==> config.mk <==
export PLATFORM = sky130hd
export DESIGN_NAME = clk_div_bank
export DESIGN_NICKNAME = d
export VERILOG_FILES = /design/src/rtl/clk_div_bank.sv
export SDC_FILE = /design/constraint.sdc
export NUM_CORES = 1
export LEC_CHECK = 0
export ABC_CLOCK_PERIOD_IN_PS = 6050
export CAP_MARGIN = 10
export CELL_PAD_IN_SITES_DETAIL_PLACEMENT = 2
export CELL_PAD_IN_SITES_GLOBAL_PLACEMENT = 2
export CORE_UTILIZATION = 37
export CTS_CLUSTER_SIZE = 30
export DETAILED_ROUTE_END_ITERATION = 16
export GPL_TIMING_DRIVEN = 0
export PLACE_DENSITY = 0.89
export SKIP_LAST_GASP = 1
export SLEW_MARGIN = 5
export SYNTH_ARGS = -nofsm -noshare
export SYNTH_HDL_FRONTEND = slang
export SYNTH_SLANG_ARGS = --single-unit
==> constraint.sdc <==
create_clock -name clk -period 6.05 [get_ports clk]
set_input_delay 0.605 -clock clk [delete_from_list [all_inputs] [get_ports clk]]
set_output_delay 0.605 -clock clk [all_outputs]
set_load 0.02 [all_outputs]
==> src/rtl/clk_div_bank.sv <==
// clk_div_bank: N-channel programmable clock divider bank.
// Each channel produces a registered divided clock and a one-cycle tick at
// every period start. Divisors are reloaded at runtime through a valid/ready
// port, and a sync input restarts every channel at phase 0.
// Optional feature macro: CLK_DIV_BANK_GLITCHFREE_EN
//   defined   - loads are held in a shadow register and applied at the next
//               period boundary (or sync), with backpressure while pending.
//   undefined - loads apply on the next edge and restart the channel.
module clk_div_bank #(
  parameter int unsigned                CHANNELS = 3,
  parameter int unsigned                WIDTH    = 16,
  parameter logic [CHANNELS*WIDTH-1:0]  DIV_INIT = {16'd594, 16'd13750, 16'd594},
  localparam int unsigned               CHW      = (CHANNELS > 1) ? $clog2(CHANNELS) : 1
) (
  input  logic                clk,
  input  logic                rst,
  input  logic [CHANNELS-1:0] en,
  input  logic                sync,
  input  logic                load_valid,
  output logic                load_ready,
  input  logic [CHW-1:0]      load_ch,
  input  logic [WIDTH-1:0]    load_div,
  output logic [CHANNELS-1:0] clk_out,
  output logic [CHANNELS-1:0] tick,
  output logic [CHANNELS-1:0] pending
);

  logic [WIDTH-1:0]    cnt_q [CHANNELS];
  logic [WIDTH-1:0]    cnt_d [CHANNELS];
  logic [WIDTH-1:0]    div_q [CHANNELS];
  logic [WIDTH-1:0]    div_d [CHANNELS];
  logic [CHANNELS-1:0] clk_q;
  logic [CHANNELS-1:0] clk_d;
  logic [CHANNELS-1:0] tick_q;
  logic [CHANNELS-1:0] tick_d;

`ifdef CLK_DIV_BANK_GLITCHFREE_EN
  logic [WIDTH-1:0]    shadow_q [CHANNELS];
  logic [WIDTH-1:0]    shadow_d [CHANNELS];
  logic [CHANNELS-1:0] pend_q;
  logic [CHANNELS-1:0] pend_d;
  logic                load_fire;

  // Backpressure only the targeted channel while it still holds a divisor.
  always_comb begin
    load_ready = 1'b1;
    for (int i = 0; i < CHANNELS; i++) begin
      if (load_ch == CHW'(i)) load_ready = ~pend_q[i];
    end
  end

  assign load_fire = load_valid && load_ready;
  assign pending   = pend_q;
`else
  assign load_ready = 1'b1;
  assign pending    = '0;
`endif

  assign clk_out = clk_q;
  assign tick    = tick_q;

  // Next-state for every channel: counting, wrap, divisor application, loads.
  always_comb begin
    logic             wrap;
    logic [WIDTH-1:0] nxt;
    logic [WIDTH-1:0] d_eff;
    cnt_d  = cnt_q;
    div_d  = div_q;
    clk_d  = clk_q;
    tick_d = '0;
`ifdef CLK_DIV_BANK_GLITCHFREE_EN
    shadow_d = shadow_q;
    pend_d   = pend_q;
`endif
    for (int i = 0; i < CHANNELS; i++) begin
      wrap  = 1'b0;
      nxt   = cnt_q[i];
      d_eff = div_q[i];
      if (sync) begin
        cnt_d[i] = '0;
        clk_d[i] = 1'b0;
`ifdef CLK_DIV_BANK_GLITCHFREE_EN
        if (pend_q[i]) begin
          div_d[i]  = shadow_q[i];
          pend_d[i] = 1'b0;
        end
`endif
      end else if (div_q[i] == '0) begin
        // Stopped channel: parked low at phase 0.
        cnt_d[i] = '0;
        clk_d[i] = 1'b0;
`ifdef CLK_DIV_BANK_GLITCHFREE_EN
        if (pend_q[i]) begin
          div_d[i]  = shadow_q[i];
          pend_d[i] = 1'b0;
        end
`endif
      end else if (!en[i]) begin
        // Frozen channel: no period boundary will come, so apply now.
`ifdef CLK_DIV_BANK_GLITCHFREE_EN
        if (pend_q[i]) begin
          div_d[i]  = shadow_q[i];
          pend_d[i] = 1'b0;
        end
`endif
      end else begin
        // A count beyond the end (after a divisor shrink) wraps immediately.
        wrap = (cnt_q[i] >= (div_q[i] - WIDTH'(1)));
        nxt  = wrap ? '0 : (cnt_q[i] + WIDTH'(1));
`ifdef CLK_DIV_BANK_GLITCHFREE_EN
        if (wrap && pend_q[i]) begin
          d_eff     = shadow_q[i];
          div_d[i]  = shadow_q[i];
          pend_d[i] = 1'b0;
        end
`endif
        cnt_d[i]  = nxt;
        clk_d[i]  = (d_eff != '0) && (nxt >= (d_eff >> 1));
        tick_d[i] = wrap;
      end
`ifdef CLK_DIV_BANK_GLITCHFREE_EN
      if (load_fire && (load_ch == CHW'(i))) begin
        pend_d[i]   = 1'b1;
        shadow_d[i] = load_div;
      end
`else
      if (load_valid && (load_ch == CHW'(i))) begin
        div_d[i]  = load_div;
        cnt_d[i]  = '0;
        clk_d[i]  = 1'b0;
        tick_d[i] = 1'b0;
      end
`endif
    end
  end

  // State registers with synchronous reset to the initial divisors.
  always_ff @(posedge clk) begin
    if (rst) begin
      for (int i = 0; i < CHANNELS; i++) begin
        cnt_q[i] <= '0;
        div_q[i] <= DIV_INIT[i*WIDTH +: WIDTH];
`ifdef CLK_DIV_BANK_GLITCHFREE_EN
        shadow_q[i] <= '0;
`endif
      end
      clk_q  <= '0;
      tick_q <= '0;
`ifdef CLK_DIV_BANK_GLITCHFREE_EN
      pend_q <= '0;
`endif
    end else begin
      cnt_q  <= cnt_d;
      div_q  <= div_d;
      clk_q  <= clk_d;
      tick_q <= tick_d;
`ifdef CLK_DIV_BANK_GLITCHFREE_EN
      shadow_q <= shadow_d;
      pend_q   <= pend_d;
`endif
    end
  end

endmodule
==> flow_summary.yaml <==
outcome:
  status: "completed"
worst_setup_path:
  path_common_cell: "ha_1"
  slowest_delay_ns: 0.66
  start_kind: "register"
  critical_path_required_ns: 6.33
  cp.arrival_ns: 5.96
  critPathSlowestCell: "nor3_1"
  endpoint_kind: "register"
  crit_type: "register to register"
  cp_max_fo: 10
  critical_path.cell_chain: "inv_1 > ha_1 > nand4_1 > nor3_1 > nand3_1 > xnor2_1 > ha_1 > a21o_1 > a2111oi_1 > nor3_1 > a21o_1 > clkbuf_1 > nor2_1 > ha_1 > nand2_1 > o21ai_0 > a21oi_1 > o41ai_1 > o211ai_1 > a41oi_1"
die:
  core_area_um2: 20400
  start_util: 0.380
  ioPinCount: 35
  num_rows: 52
  die_w_um: 147
  dieArea_um2: 21600
  die_y_um: 147
sta:
  final.min_clock_period_ns: 5.68
  min_period_over_period: 0.939
  rsz0062_at_grt: "no"
  finalSetupTns_ns: 0
  finClkSkew_ns: 0.0126
  finalSetupViolations: 0
  tightestPinTransition_ns: 0.858
  finalHoldViolations: 0
  slew_viol_final: 0
  fmax_ghz: 0.176
  hold_ws_ns: 0.469
  relSlewSlack: 0.413
min_path:
  hold_class: "register to register"
grt:
  antenna_found_initial: 0
  grt_pass1_wl_um: 43800
  grt_util_all_layers: 0.257
  grt_max_degree: 17
  grt_pass1_vias: 8362
  grt_overflow_total: 0
logic_synthesis:
  synth_top_cell_by_area: "dfxtp_1"
  synth_seq_cells: 102
  synthTopCellsByArea: "dfxtp_1, ha_1, xnor2_1"
  avgSynthCellArea_um2: 7.80
  yosysTopAreaCellShare: 0.263
  synth_most_common_cell: "nand2_1"
  yosys_warnings: 0
  synthCells: 996
  synth_cell_types: 67
  synth-edff-count: 0
  synthArstFlopShare: 0
  ys_seq_area_frac: 0.263
  synth.cells.most_frequent: "nand2_1, dfxtp_1, ha_1, nor2_1, a21oi_1"
  syn-cell-area_um2: 7770
  ys.flop_type: "dfxtp_1"
cells_and_area:
  multiInputGateArea_um2: 5290
  diodes: 0
  drive_above_1_share: 0.0421
  regArea_um2: 2040
  final_nets: 1164
  fillers: 2360
  area_growth_pct: 12.3
job:
  cap_violations: 0
drt:
  drt_iter0_markers: 250
  drt.antenna.violating_nets: 0
  vias: 7454
  drt-pass1-iter-count: 4
  wl_per_cell_um: 20.5
  drc: 0
  drt-total-wl_um: 26900
  vias_per_cell: 5.67
clocking:
  htreeDepth: 3
  root_buffer: "clkbuf_16"
  cts.sinks: 102
  clk_pin_slew_worst_paths_ns: 0.08
  cts_tree: "yes"
  cts_hold_buf: 0
  cts_buffers: 9
  worst_skew_pair.late_latency_ns: 0.36
  clockBufferDepth: 2
power:
  max-vdd-ir-drop_v: 0.000118
  p_per_area_nw_per_um2: 173
  power_w: 0.00151
  power_leakage_nw: 3.47
placed_design:
  dp_hpwl_um: 21400
  gp_congestion: 0.809
  port_buffers: 30
## what timing repair did
action                                  4_1_cts  5_1_grt
endpoints found under the setup margin        0        1
setup buffers                                 0        0
resized for setup                             0        1
## cells in the final DEF, fill, tap and decap left out, drive strengths merged, types with 19 or more instances in the layout
cell type      count
nand2            136
dfxtp            102
ha                99
nor2              85
a21oi             79
inv               73
xnor2             59
nand3             39
clkbuf            32
clkdlybuf4s50     30
o21ai             30
a211o             24
xor2              19
nor3              19
## cells by family after synthesis
| logic type | share of synthesized area |
|---|---|
| flops | 0.263 |
| compound gates | 0.189 |
| buf+inv | 0.0586 |
| other cells | 0.000967 |
| simple gates | 0.240 |
| mux | 0.00129 |
| xor+xnor | 0.0879 |
| fa+ha+maj | 0.159 |
## layer usage
layer / wire, µm / share of wire / GRT usage / vias up
met3: 889 / 0.033 / 0.0370 / 37
met4: 580 / 0.022 / 0.0732 / 0
li1: - / - / - / 3598
met5: 0 / 0 / 0 / -
met1: 12100 / 0.45 / 0.319 / 3703
met2: 13400 / 0.50 / 0.459 / 116
## metrics by stage
step                      setup WS, ns  cell area [µm²]   util  std cells
after detailed placement         0.477             8420  0.412       1298
final                            0.371             8720  0.427       1314
after global placement           0.670             8420  0.412       1298
after floorplan                   1.60             7780      -        998
after global routing           0.00992             8720  0.427       1314
after CTS                        0.409             8710  0.427       1313
## worst paths after layout
kind / from / end / slack, ns / depth (start not counted)
min reg2reg: div_q[43] / div_q[43] / 0.47 / 2
min: div_q[43] / div_q[43] / 0.47 / 2
max reg2reg: div_q[32] / clk_out[0] / 0.37 / 20
max: div_q[32] / clk_out[0] / 0.37 / 20
## power breakdown
group	total (W)	switching, W	internal (W)
clock network	0.000622	0.000288	0.000334
registers	0.000702	0.0000170	0.000685
logic	0.000190	0.000115	0.0000747
## state kept, by name (all words and copies together), names as in the netlist
signal	count
cnt_q	48
div_q	48
clk_out	3
tick	3
## cell type report
type	count	share of cell area
Multi-Input combinational cell	787	0.606
Sequential cell	102	0.234
Tap cell	270	0.0387
Timing Repair Buffer	31	0.0350
Inverter	72	0.0310
Clock buffer	11	0.0278
Buffer	37	0.0212
Clock inverter	4	0.00645
## worst max-delay path: cells and delay by family, from the launching register on
kind | cells | cell delay [ns]
flops | 1 | 0.34
simple gates | 6 | 1.53
buf+inv | 2 | 0.39
xor+xnor | 1 | 0.34
fa+ha+maj | 3 | 0.69
compound gates | 8 | 2.29
Note: power is estimated with default switching activity, not from simulation.
